File: config.mk
export PLATFORM = sky130hd
export DESIGN_NAME = i2c_master_arbiter_flat
export DESIGN_NICKNAME = d
export VERILOG_FILES = /design/src/rtl/i2c_master_arbiter_if.sv /design/src/rtl/i2c_master_arbiter.sv /design/src/flat_wrapper.sv
export SDC_FILE = /design/constraint.sdc
export NUM_CORES = 1
export LEC_CHECK = 0
export CORE_MARGIN = 5
export CORE_UTILIZATION = 45
export CTS_BUF_LIST = sky130_fd_sc_hd__clkbuf_8
export CTS_CLUSTER_DIAMETER = 50
export CTS_CLUSTER_SIZE = 20
export DETAILED_ROUTE_END_ITERATION = 10
export GPL_TIMING_DRIVEN = 0
export MAX_ROUTING_LAYER = met4
export PLACE_DENSITY_LB_ADDON = 0.05
export SLEW_MARGIN = 20
export SYNTH_ARGS = -nofsm -noshare
export SYNTH_HDL_FRONTEND = slang
export SYNTH_SLANG_ARGS = --single-unit
export TNS_END_PERCENT = 50
File: constraint.sdc
create_clock -name i2c_core_clock_i -period 4.1 [get_ports i2c_core_clock_i]
set_input_delay 0.82 -clock i2c_core_clock_i [delete_from_list [all_inputs] [get_ports i2c_core_clock_i]]
set_output_delay 0.82 -clock i2c_core_clock_i [all_outputs]
set_load 0.02 [all_outputs]
File: src/rtl/i2c_master_arbiter_if.sv
// Command/status bus between the arbiter and the shared i2c_master_top.
// Field names follow the arbiter-side port names of the master connection.
interface i2c_master_arbiter_if;
    logic       master_enable_o;
    logic [7:0] master_addr_rw_o;
    logic       master_repeat_start_o;
    logic       master_busy_i;
    logic       master_byte_done_i;
    logic       master_nack_i;

    modport master (
        output master_enable_o,
        output master_addr_rw_o,
        output master_repeat_start_o,
        input  master_busy_i,
        input  master_byte_done_i,
        input  master_nack_i
    );

    modport slave (
        input  master_enable_o,
        input  master_addr_rw_o,
        input  master_repeat_start_o,
        output master_busy_i,
        output master_byte_done_i,
        output master_nack_i
    );
endinterface

File: src/rtl/i2c_master_arbiter.sv
// Round-robin arbiter sharing one I2C master between two requesters,
// with repeated-start bus locking, byte counting and transaction timeout.
module i2c_master_arbiter #(
    parameter int TO_W = 16
) (
    input  logic                 i2c_core_clock_i,
    input  logic                 reset_bit_i,
    input  logic                 req0_i,
    input  logic [7:0]           req0_addr_rw_i,
    input  logic [7:0]           req0_nbytes_i,
    input  logic                 req0_repeat_start_i,
    input  logic                 req1_i,
    input  logic [7:0]           req1_addr_rw_i,
    input  logic [7:0]           req1_nbytes_i,
    input  logic                 req1_repeat_start_i,
    output logic                 gnt0_o,
    output logic                 gnt1_o,
    output logic                 done0_o,
    output logic                 done1_o,
    output logic [1:0]           err_o,
    input  logic [TO_W-1:0]      timeout_limit_i,
    i2c_master_arbiter_if.master m
);
    typedef enum logic [2:0] {IDLE, LOAD, ARM, RUN, DRAIN, DONE} state_t;

    state_t         state, state_nx;
    logic           win, rr_ptr, lock, lock_id;
    logic [7:0]     addr_l, nbytes_l, byte_cnt, cnt_inc;
    logic           rs_l;
    logic [1:0]     err_l;
    logic [TO_W-1:0] to_cnt;
    logic           lock_req, sel_valid, sel, tmo, active, owned, en;

    assign lock_req  = lock_id ? req1_i : req0_i;
    assign sel_valid = req0_i | req1_i;

    // Lock beats round-robin; rr_ptr only breaks a genuine tie.
    always_comb begin
        sel = req1_i;
        if (lock && lock_req)
            sel = lock_id;
        else if (req0_i && req1_i)
            sel = rr_ptr;
    end

    assign active = (state == ARM) || (state == RUN) || (state == DRAIN);
    assign owned  = active || (state == DONE);
    assign tmo    = active && (timeout_limit_i != '0) &&
                    (to_cnt == timeout_limit_i - TO_W'(1));

    assign cnt_inc = (m.master_byte_done_i && byte_cnt != 8'hFF) ?
                     byte_cnt + 8'd1 : byte_cnt;

    always_comb begin
        state_nx = state;
        en       = 1'b0;
        unique case (state)
            IDLE:  if (sel_valid) state_nx = LOAD;
            LOAD:  state_nx = ARM;
            ARM: begin
                if (tmo)
                    state_nx = DONE;
                else if (m.master_nack_i)
                    state_nx = DRAIN;
                else begin
                    en = 1'b1;
                    if (m.master_busy_i) state_nx = RUN;
                end
            end
            RUN: begin
                if (tmo)
                    state_nx = DONE;
                else if (m.master_nack_i || cnt_inc == nbytes_l)
                    state_nx = DRAIN;
                else
                    en = 1'b1;
            end
            DRAIN: if (tmo || !m.master_busy_i) state_nx = DONE;
            DONE:  state_nx = IDLE;
            default: state_nx = IDLE;
        endcase
    end

    always_ff @(posedge i2c_core_clock_i) begin
        if (reset_bit_i) begin
            state    <= IDLE;
            win      <= 1'b0;
            rr_ptr   <= 1'b0;
            lock     <= 1'b0;
            lock_id  <= 1'b0;
            addr_l   <= '0;
            nbytes_l <= '0;
            rs_l     <= 1'b0;
            byte_cnt <= '0;
            err_l    <= '0;
            to_cnt   <= '0;
        end else begin
            state <= state_nx;
            if (state == IDLE) begin
                if (lock && !lock_req) lock <= 1'b0;
                if (sel_valid) win <= sel;
            end
            if (state == LOAD) begin
                addr_l   <= win ? req1_addr_rw_i : req0_addr_rw_i;
                nbytes_l <= win ? req1_nbytes_i : req0_nbytes_i;
                rs_l     <= win ? req1_repeat_start_i : req0_repeat_start_i;
                byte_cnt <= '0;
                err_l    <= '0;
                to_cnt   <= '0;
            end
            if (active) begin
                to_cnt <= to_cnt + TO_W'(1);
                if (tmo)
                    err_l <= 2'b10;
                else if (state != DRAIN && m.master_nack_i)
                    err_l <= 2'b01;
                else if (state != DRAIN)
                    byte_cnt <= cnt_inc;
            end
            if (state == DONE) begin
                rr_ptr  <= ~win;
                lock    <= rs_l;
                lock_id <= win;
            end
        end
    end

    assign gnt0_o  = owned && !win;
    assign gnt1_o  = owned && win;
    assign done0_o = (state == DONE) && !win;
    assign done1_o = (state == DONE) && win;
    assign err_o   = (state == DONE) ? err_l : 2'b00;

    assign m.master_enable_o       = en;
    assign m.master_addr_rw_o      = owned ? addr_l : 8'h00;
    assign m.master_repeat_start_o = owned && rs_l;
endmodule

File: src/flat_wrapper.sv
// flat-port wrapper written by rule: the top's interface ports become plain ports
module i2c_master_arbiter_flat 
#(
    parameter int TO_W = 16
)
  (i2c_core_clock_i, reset_bit_i, req0_i, req0_addr_rw_i, req0_nbytes_i, req0_repeat_start_i, req1_i, req1_addr_rw_i, req1_nbytes_i, req1_repeat_start_i, gnt0_o, gnt1_o, done0_o, done1_o, err_o, timeout_limit_i, m_master_enable_o, m_master_addr_rw_o, m_master_repeat_start_o, m_master_busy_i, m_master_byte_done_i, m_master_nack_i);
  i2c_master_arbiter_if m_i ();
  input  logic i2c_core_clock_i;
  input  logic reset_bit_i;
  input  logic req0_i;
  input  logic [7:0] req0_addr_rw_i;
  input  logic [7:0] req0_nbytes_i;
  input  logic req0_repeat_start_i;
  input  logic req1_i;
  input  logic [7:0] req1_addr_rw_i;
  input  logic [7:0] req1_nbytes_i;
  input  logic req1_repeat_start_i;
  output logic gnt0_o;
  output logic gnt1_o;
  output logic done0_o;
  output logic done1_o;
  output logic [1:0] err_o;
  input  logic [TO_W-1:0] timeout_limit_i;
  output wire logic [$bits(m_i.master_enable_o)-1:0] m_master_enable_o;
  output wire logic [$bits(m_i.master_addr_rw_o)-1:0] m_master_addr_rw_o;
  output wire logic [$bits(m_i.master_repeat_start_o)-1:0] m_master_repeat_start_o;
  input wire logic [$bits(m_i.master_busy_i)-1:0] m_master_busy_i;
  input wire logic [$bits(m_i.master_byte_done_i)-1:0] m_master_byte_done_i;
  input wire logic [$bits(m_i.master_nack_i)-1:0] m_master_nack_i;
  assign m_master_enable_o = m_i.master_enable_o;
  assign m_master_addr_rw_o = m_i.master_addr_rw_o;
  assign m_master_repeat_start_o = m_i.master_repeat_start_o;
  assign m_i.master_busy_i = m_master_busy_i;
  assign m_i.master_byte_done_i = m_master_byte_done_i;
  assign m_i.master_nack_i = m_master_nack_i;
  i2c_master_arbiter #(.TO_W(TO_W)) u_core (.i2c_core_clock_i(i2c_core_clock_i), .reset_bit_i(reset_bit_i), .req0_i(req0_i), .req0_addr_rw_i(req0_addr_rw_i), .req0_nbytes_i(req0_nbytes_i), .req0_repeat_start_i(req0_repeat_start_i), .req1_i(req1_i), .req1_addr_rw_i(req1_addr_rw_i), .req1_nbytes_i(req1_nbytes_i), .req1_repeat_start_i(req1_repeat_start_i), .gnt0_o(gnt0_o), .gnt1_o(gnt1_o), .done0_o(done0_o), .done1_o(done1_o), .err_o(err_o), .timeout_limit_i(timeout_limit_i), .m(m_i));
endmodule
==> results.sh, run 1 <==
export IMPL_clk_latency_ps=310
export IMPL_startpoint_type="input port"
export IMPL_via_per_inst=5.66
export IMPL_use_met1_pct=29.6
export IMPL_async_reset_ff_share_pct=0
export IMPL_worst_slew_pin_transition_ps=774
export IMPL_cts_tree="done"
export IMPL_synthToLayoutAreaGrowth_pct=31.4
export IMPL_switching_power_uw=626
export IMPL_rsz0062_at_grt="no"
export IMPL_final_period_utilization_pct=98.0
export IMPL_required_ps=3280
export IMPL_diodes=0
export IMPL_rows=31
export IMPL_die_h_um=97.2
export IMPL_fmax_mhz=249
export IMPL_syn_num_nets=495
export IMPL_port_buffers=72
export IMPL_synth_top_cell_by_area="dfxtp_1"
export IMPL_leakage_uw=0.00161
export IMPL_synth_seq_cells=50
export IMPL_dr_pass1_iters=4
export IMPL_ys_flop_type="dfxtp_1"
export IMPL_max_slew_margin_rel_pct=48.1
export IMPL_seq_area_frac_synth_pct=29.3
export IMPL_htree_levels=2
export IMPL_post_place_ws_ps=-1120
export IMPL_synth_area_top_cells="dfxtp_1, mux2i_1, nor2_1"
export IMPL_met3_usage_pct=3.37
export IMPL_powerDensity_nw_per_um2=361
export IMPL_busiest_layer="met2"
export IMPL_grt_pass1_vias=3283
export IMPL_gr_total_overflow=0
export IMPL_yosysMostFrequentCell="nor2_1"
export IMPL_fin_ws_ps=80.5
export IMPL_clockPowerShare_pct=18.4
export IMPL_yosysWarnings=0
export IMPL_numClockSinks=50
export IMPL_status="complete, no violations"
export IMPL_yosysTopAreaCellShare_pct=29.3
export IMPL_coreArea_um2=7330
export IMPL_final_cells=624
export IMPL_root_buffer="clkbuf_8"
export IMPL_grt_max_degree=15
export IMPL_routed_wl_mm=9.70
export IMPL_synth_commonest_cells="nor2_1, dfxtp_1, nand3_1, nand2_1, mux2i_1"
export IMPL_drive_above_1_share_pct=10.3
export IMPL_avgSynthCellArea_um2=7.88
export IMPL_multi_input_area_um2=2370
export IMPL_vias=3534
export IMPL_dp_hpwl_mm=7.16
export IMPL_pin_count=73
export IMPL_setup_viol=0
export IMPL_wl_per_cell_um=15.6
export IMPL_netlist_instances=434
export IMPL_combinationalPowerShare_pct=43.7
export IMPL_start_util_pct=46.7
export IMPL_regArea_um2=1000
export IMPL_ys_types=65
export IMPL_grt_first_pass_wirelength_mm=16.0
export IMPL_fp_dieArea_um2=9450
export IMPL_hold_ws_ps=478
export IMPL_antenna_found_initial=0
export IMPL_drtAntennaViolNets=0
export IMPL_end_kind="primary output"
export IMPL_netSwitchingFraction_pct=38.6
export IMPL_finalNetCount=585
export IMPL_hp_class="register to register"
export IMPL_numCtsBuffers=5
export IMPL_worstPathMaxFanout=10
export IMPL_hold_violations=0
export IMPL_drtIter0Drc=258
export IMPL_drv_cap=0
export IMPL_gp_congestion=0.946
export IMPL_cts_buffer_depth=2
export IMPL_syn_area_um2=3420
export IMPL_placedCellCount=605
export IMPL_clkTransAtPathRegs_ps=100
export IMPL_dieWidth_um=97.2
export IMPL_use_met2_pct=30.5
export IMPL_post_route_drc_count=0
export IMPL_worstPathArrival_ps=3200
export IMPL_power_internal_uw=997
export IMPL_path_class="input port to primary output"
export IMPL_postCtsHoldBufs=0
export IMPL_peakVddDrop_mv=0.204
export IMPL_grt_usage_pct=20.9
export IMPL_seq_power_share_pct=37.8
export IMPL_period_minus_slack_ps=4020
export IMPL_fillerInstances=636
export IMPL_maxSlewViolCount=0
export IMPL_skew_ps=14.2
export IMPL_synth_edf_count=0
-- power groups by stage --
stage | registers [uW] | logic [uW] | clock network [uW]
final | 614 | 709 | 299
after CTS | 614 | 702 | 308
after global placement | 623 | 681 | 0
after floorplan | 610 | 465 | 0
after global routing | 627 | 783 | 329
after detailed placement | 625 | 688 | 0
-- logic make-up (layout without fill, tap and decap cells) --
group,count (synthesis),in the layout,share of synthesized area [%]
AO/OA/AOI/OAI,99,99,20.7
XOR/XNOR,24,24,6.54
flip-flops,50,50,29.3
buffers and inverters,34,125,4.24
AND/OR/NAND/NOR,198,198,30.5
adder cells (fa/ha/maj),4,4,1.46
multiplexers,25,25,7.35
-- placed cells by master, fill, tap and decap left out, types with 6 or more instances in the layout --
cell,netlist,final
clkdlybuf4s50_1,0,59
nor2_1,55,55
dfxtp_1,50,50
nand3_1,33,32
nand2_1,26,26
mux2i_1,24,24
a211oi_1,21,21
clkbuf_1,18,18
a21oi_1,17,17
xor2_1,15,15
and2_1,12,12
a31oi_1,11,11
buf_4,0,11
inv_1,11,10
nand4_1,9,9
o21ai_0,10,9
and3_1,8,8
xnor2_1,8,8
or2_2,7,7
clkbuf_8,0,6
dlygate4sd2_1,0,6
-- critical path: stages --
cell	delay, ps
dlygate4sd2_1	300
nor3_4	270
nand4_4	130
or3b_1	390
a211o_1	320
a22o_4	290
o21a_1	200
buf_6	140
nand3_2	100
o21ai_2	80
buf_6	150
-- per-layer routing --
metal | routed length (um) | share of wire [%] | vias up
met2 | 4300 | 44 | 97
met5 | 0 | 0 | -
met1 | 4760 | 49 | 1652
met3 | 532 | 5.5 | 8
li1 | - | - | 1777
met4 | 104 | 1.1 | 0
-- state kept, by name, indices dropped and copies added (netlist names), 2 cells and up --
name and count:
u_core.state 3, u_core.addr_l 8, u_core.nbytes_l 8, u_core.byte_cnt 8, u_core.err_l 2, u_core.to_cnt 16
-- final timing paths --
path / start / to / slack (ps) / cells after the start
worst max register to register: u_core.state[2]$_SDFFE_PP0P_ / u_core.state[1]$_SDFFE_PP0P_ / 1260 / 11
worst max-delay path: timeout_limit_i[7] / m_master_enable_o / 80 / 11
worst min register to register: u_core.err_l[1]$_SDFF_PP0_ / u_core.err_l[1]$_SDFF_PP0_ / 480 / 2
worst min-delay path: u_core.err_l[1]$_SDFF_PP0_ / u_core.err_l[1]$_SDFF_PP0_ / 480 / 2
-- area by class of cell --
type | instances | share of cell area, %
timing repair buffer | 83 | 17.1
clock inverter | 2 | 0.195
inverter | 11 | 0.918
tap | 99 | 2.76
multi-input combinational | 350 | 52.7
buffer | 23 | 2.31
clock buffer | 6 | 1.84
sequential | 50 | 22.3
-- metrics by stage --
stage          utilization [%]  TNS [ps]  cell area, um^2  total power [uW]
2_1_floorplan                -         0             3420              1070
3_3_place_gp              58.2     -1080             4270              1300
3_5_place_dp              58.3     -1170             4270              1310
4_1_cts                   61.3         0             4490              1620
5_1_grt                   61.3         0             4500              1740
6_report                  61.3         0             4500              1620
-- repair_timing --
item,CTS,global route
setup endpoints to repair,1,1
pin swaps,7,8
resized for setup,38,12
buffers inserted,8,3
Note: power is estimated with default switching activity, not from simulation.
==> run 2, diff against run 1 <==
--- a/config.mk
+++ b/config.mk
@@ -11,7 +11,6 @@
 export CTS_CLUSTER_DIAMETER = 50
 export CTS_CLUSTER_SIZE = 20
 export DETAILED_ROUTE_END_ITERATION = 10
-export GPL_TIMING_DRIVEN = 0
 export MAX_ROUTING_LAYER = met4
 export PLACE_DENSITY_LB_ADDON = 0.05
 export SLEW_MARGIN = 20
==> run 2 against run 1 <==
  * Maximum frequency increased by 1.7%
  * Via count rose by 0.48%
  * Wire length shrank 3.9%
  * Design area increased by 2.7%
==> results.sh, run 2 (synthesis results as in run 1) <==
export IMPL_min_to="u_core.err_l[0]$_SDFF_PP0_"
export IMPL_power_total_uw=1640
export IMPL_final_cells=631
export IMPL_clockPowerShare_pct=19.6
export IMPL_period_minus_slack_ps=3950
export IMPL_hold_ws_ps=472
export IMPL_skew_ps=15.2
export IMPL_grt_first_pass_wirelength_mm=15.3
export IMPL_clk_latency_ps=310
export IMPL_via_per_inst=5.63
export IMPL_worstPathArrival_ps=3130
export IMPL_layout_common_cells="clkdlybuf4s50_1, nor2_1, dfxtp_1, buf_4, nand3_1"
export IMPL_crit_top_cell="buf_4"
export IMPL_slowest_stage="clkdlybuf4s50_1"
export IMPL_clkTransAtPathRegs_ps=90
export IMPL_path_class="input port to primary output"
export IMPL_seq_power_share_pct=37.6
export IMPL_root_buffer="clkbuf_8"
export IMPL_required_ps=3280
export IMPL_fin_tns_setup_ps=0
export IMPL_dieWidth_um=97.2
export IMPL_htree_levels=2
export IMPL_drtAntennaViolNets=0
export IMPL_worstPathMaxFanout=3
export IMPL_status="complete, no violations"
export IMPL_netSwitchingFraction_pct=37.2
export IMPL_postCtsHoldBufs=0
export IMPL_numCtsBuffers=5
export IMPL_final_period_utilization_pct=96.4
export IMPL_port_buffers=72
export IMPL_fmax_mhz=253
export IMPL_routed_wl_mm=9.33
export IMPL_power_internal_uw=1030
export IMPL_peakVddDrop_mv=0.330
export IMPL_synthToLayoutAreaGrowth_pct=34.9
export IMPL_gr_total_overflow=0
export IMPL_placedCellCount=622
export IMPL_powerDensity_nw_per_um2=355
export IMPL_hold_violations=0
export IMPL_switching_power_uw=609
export IMPL_timing_rr_end="u_core.state[1]$_SDFFE_PP0P_"
export IMPL_gp_congestion=0.869
export IMPL_dr_pass1_iters=4
export IMPL_antenna_found_initial=0
export IMPL_cts_buffer_depth=2
export IMPL_die_h_um=97.2
export IMPL_start_util_pct=46.7
export IMPL_diodes=0
export IMPL_rows=31
export IMPL_crit_path_start="timeout_limit_i[6]"
export IMPL_holdPathStages=2
export IMPL_top_register="u_core.to_cnt"
export IMPL_leakage_uw=0.00171
export IMPL_finalNetCount=592
export IMPL_numClockSinks=50
export IMPL_crit_chain="clkdlybuf4s50_1 -> nor3_1 -> buf_4 -> nand4_2 -> or3b_1 -> a211o_1 -> a22o_4 -> o21a_1 -> nand3_2 -> o21ai_2 -> buf_4"
export IMPL_max_slew_margin_rel_pct=27.8
export IMPL_final_common_cell="clkdlybuf4s50_1"
export IMPL_post_route_drc_count=0
export IMPL_wl_per_cell_um=14.8
export IMPL_pin_count=73
export IMPL_ff2ff_path_depth=10
export IMPL_drive_above_1_share_pct=13.5
export IMPL_worst_slew_pin_transition_ps=1080
export IMPL_combinationalPowerShare_pct=42.8
export IMPL_crit_path_max_incr_delay_ps=410
export IMPL_maxSlewViolCount=0
export IMPL_largest_reg_flops=16
export IMPL_drv_cap=0
export IMPL_dp_hpwl_mm=7.26
export IMPL_end_kind="primary output"
export IMPL_drtIter0Drc=201
export IMPL_hp_class="register to register"
export IMPL_cts_tree="done"
export IMPL_fillerInstances=654
export IMPL_grt_max_degree=35
export IMPL_fp_dieArea_um2=9450
export IMPL_r2r_slack_ps=1440
export IMPL_coreArea_um2=7330
export IMPL_grt_pass1_vias=3278
export IMPL_startpoint_type="input port"
export IMPL_min_delay_start="u_core.err_l[0]$_SDFF_PP0_"
export IMPL_rsz0062_at_grt="no"
export IMPL_grt_usage_pct=19.7
export IMPL_setup_viol=0
export IMPL_r2r_start="u_core.state[2]$_SDFFE_PP0P_"
export IMPL_vias=3551
## run 2: how the worst max path moves through the flow
| stage | slack (ps) | endpoint |
|---|---|---|
| 2_1_floorplan | 230 | m_master_enable_o |
| 3_3_place_gp | -420 | m_master_enable_o |
| 3_5_place_dp | -460 | m_master_enable_o |
| 4_1_cts | 20 | m_master_enable_o |
| 5_1_grt | 20 | m_master_enable_o |
| 6_report | 150 | m_master_enable_o |
## run 2: layout make-up
class / count / area (um^2) / area share [%]
Multi-Input combinational cell: 350 / 2310 / 50.1
Timing Repair Buffer: 113 / 1030 / 22.3
Sequential cell: 50 / 1000 / 21.7
Tap cell: 99 / 124 / 2.68
Clock buffer: 7 / 96.3 / 2.09
Inverter: 11 / 41.3 / 0.895
Clock inverter: 1 / 8.76 / 0.190
## run 2: repair_timing
item                       4_1_cts  5_1_grt
pin swaps                        1        2
gates resized for setup         11        7
setup endpoints to repair        1        1
gates cloned                     0        0
setup buffers                    1        0
## run 2: metrics by stage
| stage | instance area, um^2 | setup slack (ps) | utilization [%] |
|---|---|---|---|
| 3_5_place_dp | 4470 | -464 | 60.9 |
| 5_1_grt | 4620 | 24.3 | 63.0 |
| 3_3_place_gp | 4470 | -417 | 60.9 |
| 4_1_cts | 4590 | 20.9 | 62.7 |
| 6_report | 4620 | 146 | 63.0 |
| 2_1_floorplan | 3420 | 229 | - |
## run 2: worst max-delay path: cells and delay by family
family | cells | cell delay (ps)
buffers and inverters | 3 | 720
and+or+nand+nor | 4 | 750
AOI/OAI and AO/OA | 4 | 830
## run 2: power groups by stage
stage	registers, uW	logic (uW)	clock network, uW
finish	615	700	321
global route	627	775	349
CTS	615	701	329
detailed placement	627	693	0
global placement	622	681	0
floorplan	610	465	0
## run 2: per-layer routing
layer  track usage, %  vias to the layer above  wire (um)
li1                 -                     1800          -
met5                -                        -          0
met2             29.9                       86       4180
met3             4.59                        7        508
met4             3.56                        0         74
met1             27.1                     1658       4560
==> run 3, diff against run 2 <==
--- a/config.mk
+++ b/config.mk
@@ -7,7 +7,7 @@
 export LEC_CHECK = 0
 export CORE_MARGIN = 5
 export CORE_UTILIZATION = 45
-export CTS_BUF_LIST = sky130_fd_sc_hd__clkbuf_8
+export CTS_BUF_LIST = sky130_fd_sc_hd__clkbuf_2 sky130_fd_sc_hd__clkbuf_4 sky130_fd_sc_hd__clkbuf_8
 export CTS_CLUSTER_DIAMETER = 50
 export CTS_CLUSTER_SIZE = 20
 export DETAILED_ROUTE_END_ITERATION = 10
==> results of run 3 <==
Final layout, timing and power as in run 2 (identical DEF).
